--- src/rtl/factor_display_reader_pkg.sv ---
// Shared constants for the seven-segment readback path: glyph encodings,
// FSM state type and factor-mask geometry.
package factor_display_pkg;

  localparam logic [6:0] GLYPH_0 = 7'h3F;
  localparam logic [6:0] GLYPH_1 = 7'h06;
  localparam logic [6:0] GLYPH_2 = 7'h5B;
  localparam logic [6:0] GLYPH_3 = 7'h4F;
  localparam logic [6:0] GLYPH_4 = 7'h66;
  localparam logic [6:0] GLYPH_5 = 7'h6D;
  localparam logic [6:0] GLYPH_6 = 7'h7D;
  localparam logic [6:0] GLYPH_7 = 7'h07;
  localparam logic [6:0] GLYPH_8 = 7'h7F;
  localparam logic [6:0] GLYPH_9 = 7'h6F;

  typedef enum logic {
    SYNC,
    COLLECT
  } state_t;

  localparam int MASK_WIDTH     = 8;
  localparam int LOWEST_DIVISOR = 2;

endpackage

--- src/rtl/factor_display_reader_if.sv ---
// Result bundle produced by the display reader: decoded digit, factor mask
// and the single-cycle event pulses that accompany them.
interface factor_display_reader_if;
  import factor_display_pkg::*;

  logic [3:0]            digit_out;
  logic                  digit_valid;
  logic [MASK_WIDTH-1:0] factors_out;
  logic                  factors_valid;
  logic                  error;

  modport master (
    output digit_out,
    output digit_valid,
    output factors_out,
    output factors_valid,
    output error
  );

  modport slave (
    input digit_out,
    input digit_valid,
    input factors_out,
    input factors_valid,
    input error
  );

endinterface

--- src/rtl/factor_display_reader_seg7_to_digit.sv ---
// Pure combinational seven-segment to BCD decoder; anything outside the
// ten known glyphs is flagged invalid with digit forced to zero.
module seg7_to_digit
  import factor_display_pkg::*;
(
  input  logic [6:0] seg,
  output logic       valid,
  output logic [3:0] digit
);

  // Table lookup of the ten legal glyphs.
  always_comb begin
    valid = 1'b1;
    digit = 4'd0;
    case (seg)
      GLYPH_0: digit = 4'd0;
      GLYPH_1: digit = 4'd1;
      GLYPH_2: digit = 4'd2;
      GLYPH_3: digit = 4'd3;
      GLYPH_4: digit = 4'd4;
      GLYPH_5: digit = 4'd5;
      GLYPH_6: digit = 4'd6;
      GLYPH_7: digit = 4'd7;
      GLYPH_8: digit = 4'd8;
      GLYPH_9: digit = 4'd9;
      default: valid = 1'b0;
    endcase
  end

endmodule

--- src/rtl/factor_display_reader.sv ---
// Reads back the factorizer's seven-segment stream: debounces glyphs, decodes
// them, follows the ascending divisor sequence 1, d2, d3, ... and rebuilds
// the factor mask each time the sequence wraps back to 1.
module factor_display_reader
  import factor_display_pkg::*;
#(
  parameter int STABLE_CYCLES = 16,
  parameter int MAX_HOLD      = 10_000_000
) (
  input  logic                    clk,
  input  logic                    reset,
  input  logic [6:0]              segments_in,
  factor_display_reader_if.master result
);

  localparam int SW = $clog2(STABLE_CYCLES + 1);
  localparam int HW = $clog2(MAX_HOLD + 1);
  localparam logic [SW-1:0] STABLE_MAX = SW'(STABLE_CYCLES);
  localparam logic [SW-1:0] STABLE_M1  = SW'(STABLE_CYCLES - 1);
  localparam logic [HW-1:0] HOLD_MAX   = HW'(MAX_HOLD);
  localparam logic [HW-1:0] HOLD_M1    = HW'(MAX_HOLD - 1);
  localparam logic [3:0]    LOW_DIGIT  = 4'(LOWEST_DIVISOR);

  logic [6:0]            sample_q;
  logic [6:0]            accepted_q;
  logic [SW-1:0]         stable_cnt;
  logic                  accept;

  logic                  dec_valid;
  logic [3:0]            dec_digit;
  logic [2:0]            bit_idx;

  state_t                state_q, state_d;
  logic [MASK_WIDTH-1:0] mask_q, mask_d;
  logic [3:0]            last_q, last_d;
  logic [HW-1:0]         hold_q, hold_d;
  logic [3:0]            digit_q, digit_d;
  logic [MASK_WIDTH-1:0] fout_q, fout_d;
  logic                  dvalid_q, dvalid_d;
  logic                  fvalid_q, fvalid_d;
  logic                  err_q, err_d;

  seg7_to_digit u_decode (
    .seg   (sample_q),
    .valid (dec_valid),
    .digit (dec_digit)
  );

  assign accept  = (segments_in == sample_q) && (stable_cnt == STABLE_M1) &&
                   (sample_q != accepted_q);
  assign bit_idx = 3'(dec_digit - LOW_DIGIT);

  // Sample the segments, count how long they stay put, remember the last glyph taken.
  always_ff @(posedge clk) begin
    if (reset) begin
      sample_q   <= '0;
      stable_cnt <= '0;
      accepted_q <= '0;
    end else begin
      sample_q <= segments_in;
      if (segments_in != sample_q)
        stable_cnt <= '0;
      else if (stable_cnt != STABLE_MAX)
        stable_cnt <= stable_cnt + 1'b1;
      if (accept)
        accepted_q <= sample_q;
    end
  end

  // Register FSM state, sequence tracking and all outputs.
  always_ff @(posedge clk) begin
    if (reset) begin
      state_q  <= SYNC;
      mask_q   <= '0;
      last_q   <= '0;
      hold_q   <= '0;
      digit_q  <= '0;
      fout_q   <= '0;
      dvalid_q <= 1'b0;
      fvalid_q <= 1'b0;
      err_q    <= 1'b0;
    end else begin
      state_q  <= state_d;
      mask_q   <= mask_d;
      last_q   <= last_d;
      hold_q   <= hold_d;
      digit_q  <= digit_d;
      fout_q   <= fout_d;
      dvalid_q <= dvalid_d;
      fvalid_q <= fvalid_d;
      err_q    <= err_d;
    end
  end

  // Accepted glyphs drive the sequence tracker; otherwise a lone 1 ages toward an empty report.
  always_comb begin
    state_d  = state_q;
    mask_d   = mask_q;
    last_d   = last_q;
    hold_d   = hold_q;
    digit_d  = digit_q;
    fout_d   = fout_q;
    dvalid_d = 1'b0;
    fvalid_d = 1'b0;
    err_d    = 1'b0;
    if (accept) begin
      hold_d = '0;
      if (!dec_valid) begin
        err_d   = 1'b1;
        state_d = SYNC;
      end else begin
        digit_d  = dec_digit;
        dvalid_d = 1'b1;
        case (state_q)
          SYNC: begin
            if (dec_digit == 4'd1) begin
              mask_d  = '0;
              last_d  = 4'd1;
              state_d = COLLECT;
            end
          end
          COLLECT: begin
            if (dec_digit == 4'd0) begin
              state_d = SYNC;
            end else if (dec_digit == 4'd1) begin
              if (last_q > 4'd1) begin
                fout_d   = mask_q;
                fvalid_d = 1'b1;
                mask_d   = '0;
                last_d   = 4'd1;
              end
            end else if (dec_digit > last_q) begin
              mask_d[bit_idx] = 1'b1;
              last_d          = dec_digit;
            end else begin
              err_d   = 1'b1;
              state_d = SYNC;
            end
          end
          default: state_d = SYNC;
        endcase
      end
    end else if (state_q == COLLECT && last_q == 4'd1 && hold_q != HOLD_MAX) begin
      hold_d = hold_q + 1'b1;
      if (hold_q == HOLD_M1) begin
        fout_d   = '0;
        fvalid_d = 1'b1;
      end
    end
  end

  assign result.digit_out     = digit_q;
  assign result.digit_valid   = dvalid_q;
  assign result.factors_out   = fout_q;
  assign result.factors_valid = fvalid_q;
  assign result.error         = err_q;

endmodule

--- src/flat_wrapper.sv ---
// flat-port wrapper written by rule: the top's interface ports become plain ports
module factor_display_reader_flat import factor_display_pkg::*;
#(
  parameter int STABLE_CYCLES = 16,
  parameter int MAX_HOLD      = 10_000_000
)
  (clk, reset, segments_in, result_digit_out, result_digit_valid, result_factors_out, result_factors_valid, result_error);
  factor_display_reader_if result_i ();
  input  logic clk;
  input  logic reset;
  input  logic [6:0] segments_in;
  output wire logic [$bits(result_i.digit_out)-1:0] result_digit_out;
  output wire logic [$bits(result_i.digit_valid)-1:0] result_digit_valid;
  output wire logic [$bits(result_i.factors_out)-1:0] result_factors_out;
  output wire logic [$bits(result_i.factors_valid)-1:0] result_factors_valid;
  output wire logic [$bits(result_i.error)-1:0] result_error;
  assign result_digit_out = result_i.digit_out;
  assign result_digit_valid = result_i.digit_valid;
  assign result_factors_out = result_i.factors_out;
  assign result_factors_valid = result_i.factors_valid;
  assign result_error = result_i.error;
  factor_display_reader #(.STABLE_CYCLES(STABLE_CYCLES), .MAX_HOLD(MAX_HOLD)) u_core (.clk(clk), .reset(reset), .segments_in(segments_in), .result(result_i));
endmodule
--- config.mk ---
export PLATFORM = sky130hd
export DESIGN_NAME = factor_display_reader_flat
export DESIGN_NICKNAME = d
export VERILOG_FILES = /design/src/rtl/factor_display_reader_pkg.sv /design/src/rtl/factor_display_reader_if.sv /design/src/rtl/factor_display_reader_seg7_to_digit.sv /design/src/rtl/factor_display_reader.sv /design/src/flat_wrapper.sv
export SDC_FILE = /design/constraint.sdc
export NUM_CORES = 1
export LEC_CHECK = 0
export CAP_MARGIN = 30
export CORE_ASPECT_RATIO = 1.1
export CORE_MARGIN = 4
export CORE_UTILIZATION = 53
export CTS_CLUSTER_DIAMETER = 80
export CTS_CLUSTER_SIZE = 10
export DETAILED_ROUTE_END_ITERATION = 12
export GPL_ROUTABILITY_DRIVEN = 0
export HOLD_SLACK_MARGIN = 0.02
export PLACE_DENSITY = 0.84
export SYNTH_ARGS = -nofsm -noshare
export SYNTH_HDL_FRONTEND = slang
export SYNTH_HIERARCHICAL = 1
export SYNTH_SLANG_ARGS = --single-unit
--- constraint.sdc ---
create_clock -name clk -period 2.3 [get_ports clk]
set_input_delay 0.575 -clock clk [delete_from_list [all_inputs] [get_ports clk]]
set_output_delay 0.575 -clock clk [all_outputs]
set_load 0.01 [all_outputs]
==> results of run 1 <==
-- routing by layer --
| metal | GRT usage | part of all wire | up-vias |
|---|---|---|---|
| met3 | 0.0405 | 0.047 | 24 |
| met4 | 0.100 | 0.022 | 0 |
| met5 | 0 | 0 | - |
| met2 | 0.370 | 0.52 | 84 |
| li1 | - | - | 1515 |
| met1 | 0.243 | 0.41 | 1485 |
-- power groups by stage --
| stage | registers, mW | logic [mW] | clock network, mW |
|---|---|---|---|
| 6_report | 1.25 | 0.147 | 0.898 |
| 5_1_grt | 1.25 | 0.156 | 0.958 |
| 4_1_cts | 1.25 | 0.138 | 0.911 |
| 3_5_place_dp | 1.28 | 0.131 | 0 |
| 3_3_place_gp | 1.28 | 0.125 | 0 |
| 2_1_floorplan | 1.28 | 0.0731 | 0 |
-- cells by family (layout without fill, tap and decap cells) --
kind of cell | after synthesis | after routing
compound gates | 53 | 53
xor+xnor | 41 | 41
fa+ha+maj | 9 | 9
buf+inv | 37 | 96
flops | 71 | 71
mux | 7 | 7
simple gates | 187 | 187
-- final cells by class --
| type | instances | area (sq um) |
|---|---|---|
| clock inverter | 3 | 17.5 |
| multi-input combinational | 297 | 2120 |
| inverter | 23 | 86.3 |
| fill | 485 | 1860 |
| tap | 80 | 100 |
| timing repair buffer | 57 | 532 |
| clock buffer | 13 | 159 |
| sequential | 71 | 1430 |
-- sequential cells by signal, indices dropped and copies added (netlist names) --
register                     cells
u_core/sample_q                  7
u_core/result.factors_out        8
u_core/last_q                    4
u_core/result.error              1
u_core/state_q                   1
u_core/stable_cnt                5
u_core/result.digit_out          4
u_core/result.digit_valid        1
u_core/result.factors_valid      1
u_core/mask_q                    8
u_core/accepted_q                7
u_core/hold_q                   24
-- timing repair --
action                                  CTS  global route
resized for setup                         9            19
pin swaps                                 7            14
hold endpoints to repair                  0             0
endpoints found under the setup margin   19            47
hold buffers                              0             0
setup buffers                             4             1
-- stage by stage --
stage                     cells  hold slack (ps)  worst slack, ps
after floorplan             405              433            -12.0
after global placement      523              452             -249
after detailed placement    523              449             -403
after CTS                   543              470            -40.2
after global routing        544              489             -205
final                       544              467             -133
-- worst max path at each step --
stage                       startpoint                      endpoint  slack [ps]  cells after the start
CTS                 u_core/sample_q[3]              u_core/mask_q[3]         -40                     10
finish              u_core/sample_q[5]              u_core/mask_q[3]        -130                     11
floorplan           u_core/sample_q[2]              u_core/mask_q[0]         -10                     12
detailed placement      segments_in[4]  u_core/result.factors_out[2]        -400                      7
global placement        segments_in[4]  u_core/result.factors_out[6]        -250                      7
global route        u_core/sample_q[3]              u_core/mask_q[3]        -200                     11
-- layout by cell type (no fill, tap or decap), types with 14 or more instances in the layout --
master,n
nand2b_1,16
xnor2_1,22
xor2_1,19
dfxtp_1,65
inv_1,23
nand3_1,14
nand2_1,37
clkdlybuf4s50_1,21
buf_4,30
nor2_1,42
==> impl_metrics.ini, run 1 <==
[route]
route.detailed.wl_per_inst_um = 15.4
num_vias = 3108
dr.pass1.iters = 4
detailed_route_drc_error_count = 0
initialDrtViolationCount = 200
via_per_inst = 5.71
detail-route-antenna-nets = 0
routed_wirelength_mm = 8.37

[synthesis]
synth_top_cell_by_area = dfxtp_1
ys_ff_latch = 71
synth_cells = 405
postSynthNetCount = 423
synth-adder-area-share = 0.0319
combinational_family_with_the_most_area_after_synthesis = simple AND/OR/NAND/NOR gates
synthesis.area_sq_um = 3530
synth.avg_cell_area_sq_um = 8.72
yosysWarningCount = 6
synthDominantCellAreaShare = 0.403
ys_top_cells_by_area = dfxtp_1, xnor2_1, nor2_1
synth_compound_area_frac = 0.102
synth.yosys.seq_area_share = 0.403
edff_count_synth = 0
synth_xor_xnor_area_share = 0.102
synth_simple_gate_area_share = 0.297
synth-async-reset-ratio = 0
post_synth_most_frequent_cells = dfxtp_1, nor2_1, nand2_1, inv_1, xnor2_1
muxShareOfSynthArea = 0.0198
synth_most_common_cell = dfxtp_1
post_synth_num_cell_types = 51
ys_dominant_reg_cell = dfxtp_1

[clock_tree]
worstSkewPairLatency_ps = 350
clk_root_buffer_cell = clkbuf_8
tritoncts.num_buffers = 9
tritoncts = built
clk_path_buf_depth = 2
clock_tree.htree_level_count = 3
numClockSinks = 71
clkSlewWorstSetupHoldPaths_ps = 80

[finish]
net_count_reported_at_finish = 477
post-route-cell-area_sq_um = 4450
syn_to_final_growth_pct = 25.9
final_layout_size_suffix_gt1_frac = 0.198
final_util = 0.705
antennaDiodeCount = 0

[worst_hold_path]
hold_path_startpoint = u_core/mask_q[6]
worst_hold_path_cell_count = 1
worst_hold_path.endpoint = u_core/mask_q[6]
hp-class = register to register

[critical_path]
worstPathMaxFanout = 9
largest_delay_contributor_family_on_the_critical_path = compound AO/OA/AOI/OAI gates
critPathMaxStageDelay_ps = 380
critical_path_buf_inv_count = 0
required_ps = 2560
r2r_startpoint = u_core/sample_q[5]
cp_data_arrival_time_ps = 2700
timing.reg2reg.setup_slack_ps = -130
worstSetupEndpointType = register
critical_path.reg2reg.endpoint = u_core/mask_q[3]
worst-setup-path-type = register to register
crit_chain = nand2b_1 > o22ai_2 > nand3_1 > a21oi_4 > ha_4 > nor2b_1 > o21ai_2 > a32oi_4 > a21oi_2 > nand3b_1 > o22ai_1
timing.critical_path.from_type = register
crit_slowest_cell = dfxtp_2
r2r_cells = 11

[power_and_ir_drop]
power.switching_fraction = 0.235
power.combinational.fraction = 0.064
p_sw_uw = 539
power.share.sequential = 0.544
peakVddDrop_v = 0.000359
power_density_nw_per_um2 = 515
fin_total_pwr_mw = 2.29
internal_power_mw = 1.75
p_clk_frac = 0.392
cellLeakagePower_nw = 1.56

[place]
dp_hpwl_mm = 5.59
placement.io_buffers = 23
placement.cell_area_sq_um = 4110

[floorplanning]
starting_density = 0.560
fp.coreArea_sq_um = 6310
dieWidth_um = 85.8
fp.dieArea_sq_um = 8030
die_y_um = 93.6
floorplan.rows = 30
boundaryPins = 24

[sta]
finalHoldViolations = 0
clock.fmax_mhz = 411
finalMaxSlewViolations = 0
timing.final.setup_violations = 12
tightest_slew_ps = 582
finClkSkew_ps = 9.31
final_period_minus_worst_setup_slack_ps = 2430
timing.final.ws_setup_ps = -133
setup_repair_after_global_routing_missed_its_margin = yes
timing.max_slew.rel_slack = 0.609
setup_tns_ps = -664
final.period_utilization = 1.06

[run_status]
violations_in_the_final_reports = negative setup slack
run_status = complete, but fails checks

[global_routing]
antenna_found_initial = 0
grt_pass1_wl_mm = 13.4
grt_util_all_layers = 0.210
first_global_vias = 3084
grt.overflow.total = 0
grt_max_degree = 46

[job]
timing.max_cap.violations = 0
No activity file was read; power rests on OpenSTA's default activity.
==> run 2: changes to the inputs <==
- GPL_TIMING_DRIVEN: not set -> 0
==> run 2 against run 1 <==
Compared with the run above:
- the flow still finishes with violations (negative setup slack)
- sequential cell count unchanged
- critical path depth increased by 1
- clock power increased by 24%
- die area unchanged
- combinational power increased by 7%
- total power increased by 9.9%
- largest cell class unchanged
==> impl_metrics.ini, run 2 (synthesis gave the netlist of run 1 again) <==
[route]
routed_wirelength_mm = 10.6
detailed_route_drc_error_count = 0
initialDrtViolationCount = 362
detail-route-antenna-nets = 0
via_per_inst = 6.25
route.detailed.wl_per_inst_um = 19.0
dr.pass1.iters = 5
num_vias = 3466

[floorplanning]
boundaryPins = 24
fp.coreArea_sq_um = 6310
floorplan.rows = 30
die_y_um = 93.6
starting_density = 0.560
fp.dieArea_sq_um = 8030
dieWidth_um = 85.8

[sta]
timing.final.ws_setup_ps = -307
finalMaxSlewViolations = 0
fin_hold_ws_ps = 472
finalHoldViolations = 0
setup_repair_after_global_routing_missed_its_margin = yes
final.period_utilization = 1.13
finClkSkew_ps = 9.81
timing.max_slew.rel_slack = 0.572
final_period_minus_worst_setup_slack_ps = 2610
tightest_slew_ps = 641
clock.fmax_mhz = 384
timing.final.setup_violations = 23

[run_status]
violations_in_the_final_reports = negative setup slack
run_status = complete, but fails checks

[finish]
largest_reg_flops = 24
final_common_cell = dfxtp_1
final_layout_size_suffix_gt1_frac = 0.251
syn_to_final_growth_pct = 32.6
mostFrequentLayoutCells = dfxtp_1, nor2_1, nand2_1, buf_4, inv_1
antennaDiodeCount = 0
max_flop_register = u_core/hold_q
net_count_reported_at_finish = 489

[place]
placement.io_buffers = 22
dp_hpwl_mm = 5.54

[clock_tree]
clk_path_buf_depth = 2
numClockSinks = 71
worstSkewPairLatency_ps = 350
clkSlewWorstSetupHoldPaths_ps = 80
tritoncts = built
clk_root_buffer_cell = clkbuf_8
tritoncts.num_buffers = 9
clock_tree.htree_level_count = 3
cts.hold.buffers_added = 0

[global_routing]
grt.overflow.total = 0
grt_max_degree = 13
first_global_vias = 3071
antenna_found_initial = 0
grt_util_all_layers = 0.233
grt_pass1_wl_mm = 14.7

[critical_path]
critical_path_buf_inv_count = 1
crit_cells = 12
worst_path_most_repeated_cell = a21oi_4
largest_delay_contributor_family_on_the_critical_path = compound AO/OA/AOI/OAI gates
required_ps = 2570
crit_slowest_cell = dfxtp_4
r2r_cells = 12
crit_chain = buf_6 > xnor2_2 > o22ai_2 > nand3_2 > a21oi_4 > ha_4 > nor2b_4 > o21ai_4 > a32oi_4 > a21oi_4 > nand3b_1 > a21oi_1
worstSetupEndpointType = register
worstPathMaxFanout = 5
critPathMaxStageDelay_ps = 350
timing.critical_path.from_type = register
worst-setup-path-type = register to register
cp_data_arrival_time_ps = 2880

[power_and_ir_drop]
power_density_nw_per_um2 = 538
cellLeakagePower_nw = 1.67
peakVddDrop_v = 0.000349
fin_total_pwr_mw = 2.52

[worst_hold_path]
worst_hold_path_cell_count = 1
hp-class = register to register

[job]
timing.max_cap.violations = 0
[run 2: cell count changes in the layout (fill, tap and decap cells not counted), sizes merged]
cell | before | now
clkinvlp | 1 | 0
clkdlybuf4s50 | 21 | 20
clkbuf | 13 | 19
buf | 34 | 41
clkinv | 2 | 1
bufinv | 0 | 1
[run 2: final timing paths]
check,end,from,slack [ps]
worst min register to register,u_core/mask_q[7],u_core/mask_q[7],470
worst max register to register,u_core/last_q[0],u_core/sample_q[2],-310
worst min-delay path,u_core/mask_q[7],u_core/mask_q[7],470
worst max-delay path,u_core/last_q[0],u_core/sample_q[2],-310
[run 2: report_power, final]
group	switching [mW]	internal, mW
clock network	0.460	0.648
registers	0.0205	1.23
logic	0.0835	0.0749
[run 2: stage by stage]
stage	worst slack, ps	util	area, sq um	TNS [ps]	instances
3_3_place_gp	-522	0.623	3930	-20910	507
6_report	-307	0.743	4680	-5520	555
4_1_cts	-145	0.695	4380	-1110	536
3_5_place_dp	-557	0.623	3930	-22530	507
5_1_grt	-373	0.743	4680	-6900	555
2_1_floorplan	-12.0	-	3610	-36.1	405
[run 2: what timing repair did]
action	4_1_cts	5_1_grt
gates resized for setup	29	30
buffers inserted	15	18
cloned	0	1
pin swaps	15	14
endpoints found under the setup margin	43	47
[run 2: layer usage]
layer  part of all wire  global-route usage  vias up  wire [um]
met5                  0                   0        -          0
met4              0.056               0.109        0        588
met3              0.080              0.0476       76        840
met2               0.48               0.395      234       5120
met1               0.38               0.279     1617       4010
li1                   -                   -     1539          -
[run 2: layout make-up]
| class | count | area (sq um) |
|---|---|---|
| clock inverters | 2 | 35.0 |
| clock buffers | 13 | 190 |
| well taps | 80 | 100 |
| repair buffers | 56 | 498 |
| plain buffers | 13 | 90.1 |
| flip-flops and latches | 71 | 1450 |
| inverters | 23 | 86.3 |
| fillers | 409 | 1620 |
| multi-input cells | 297 | 2240 |
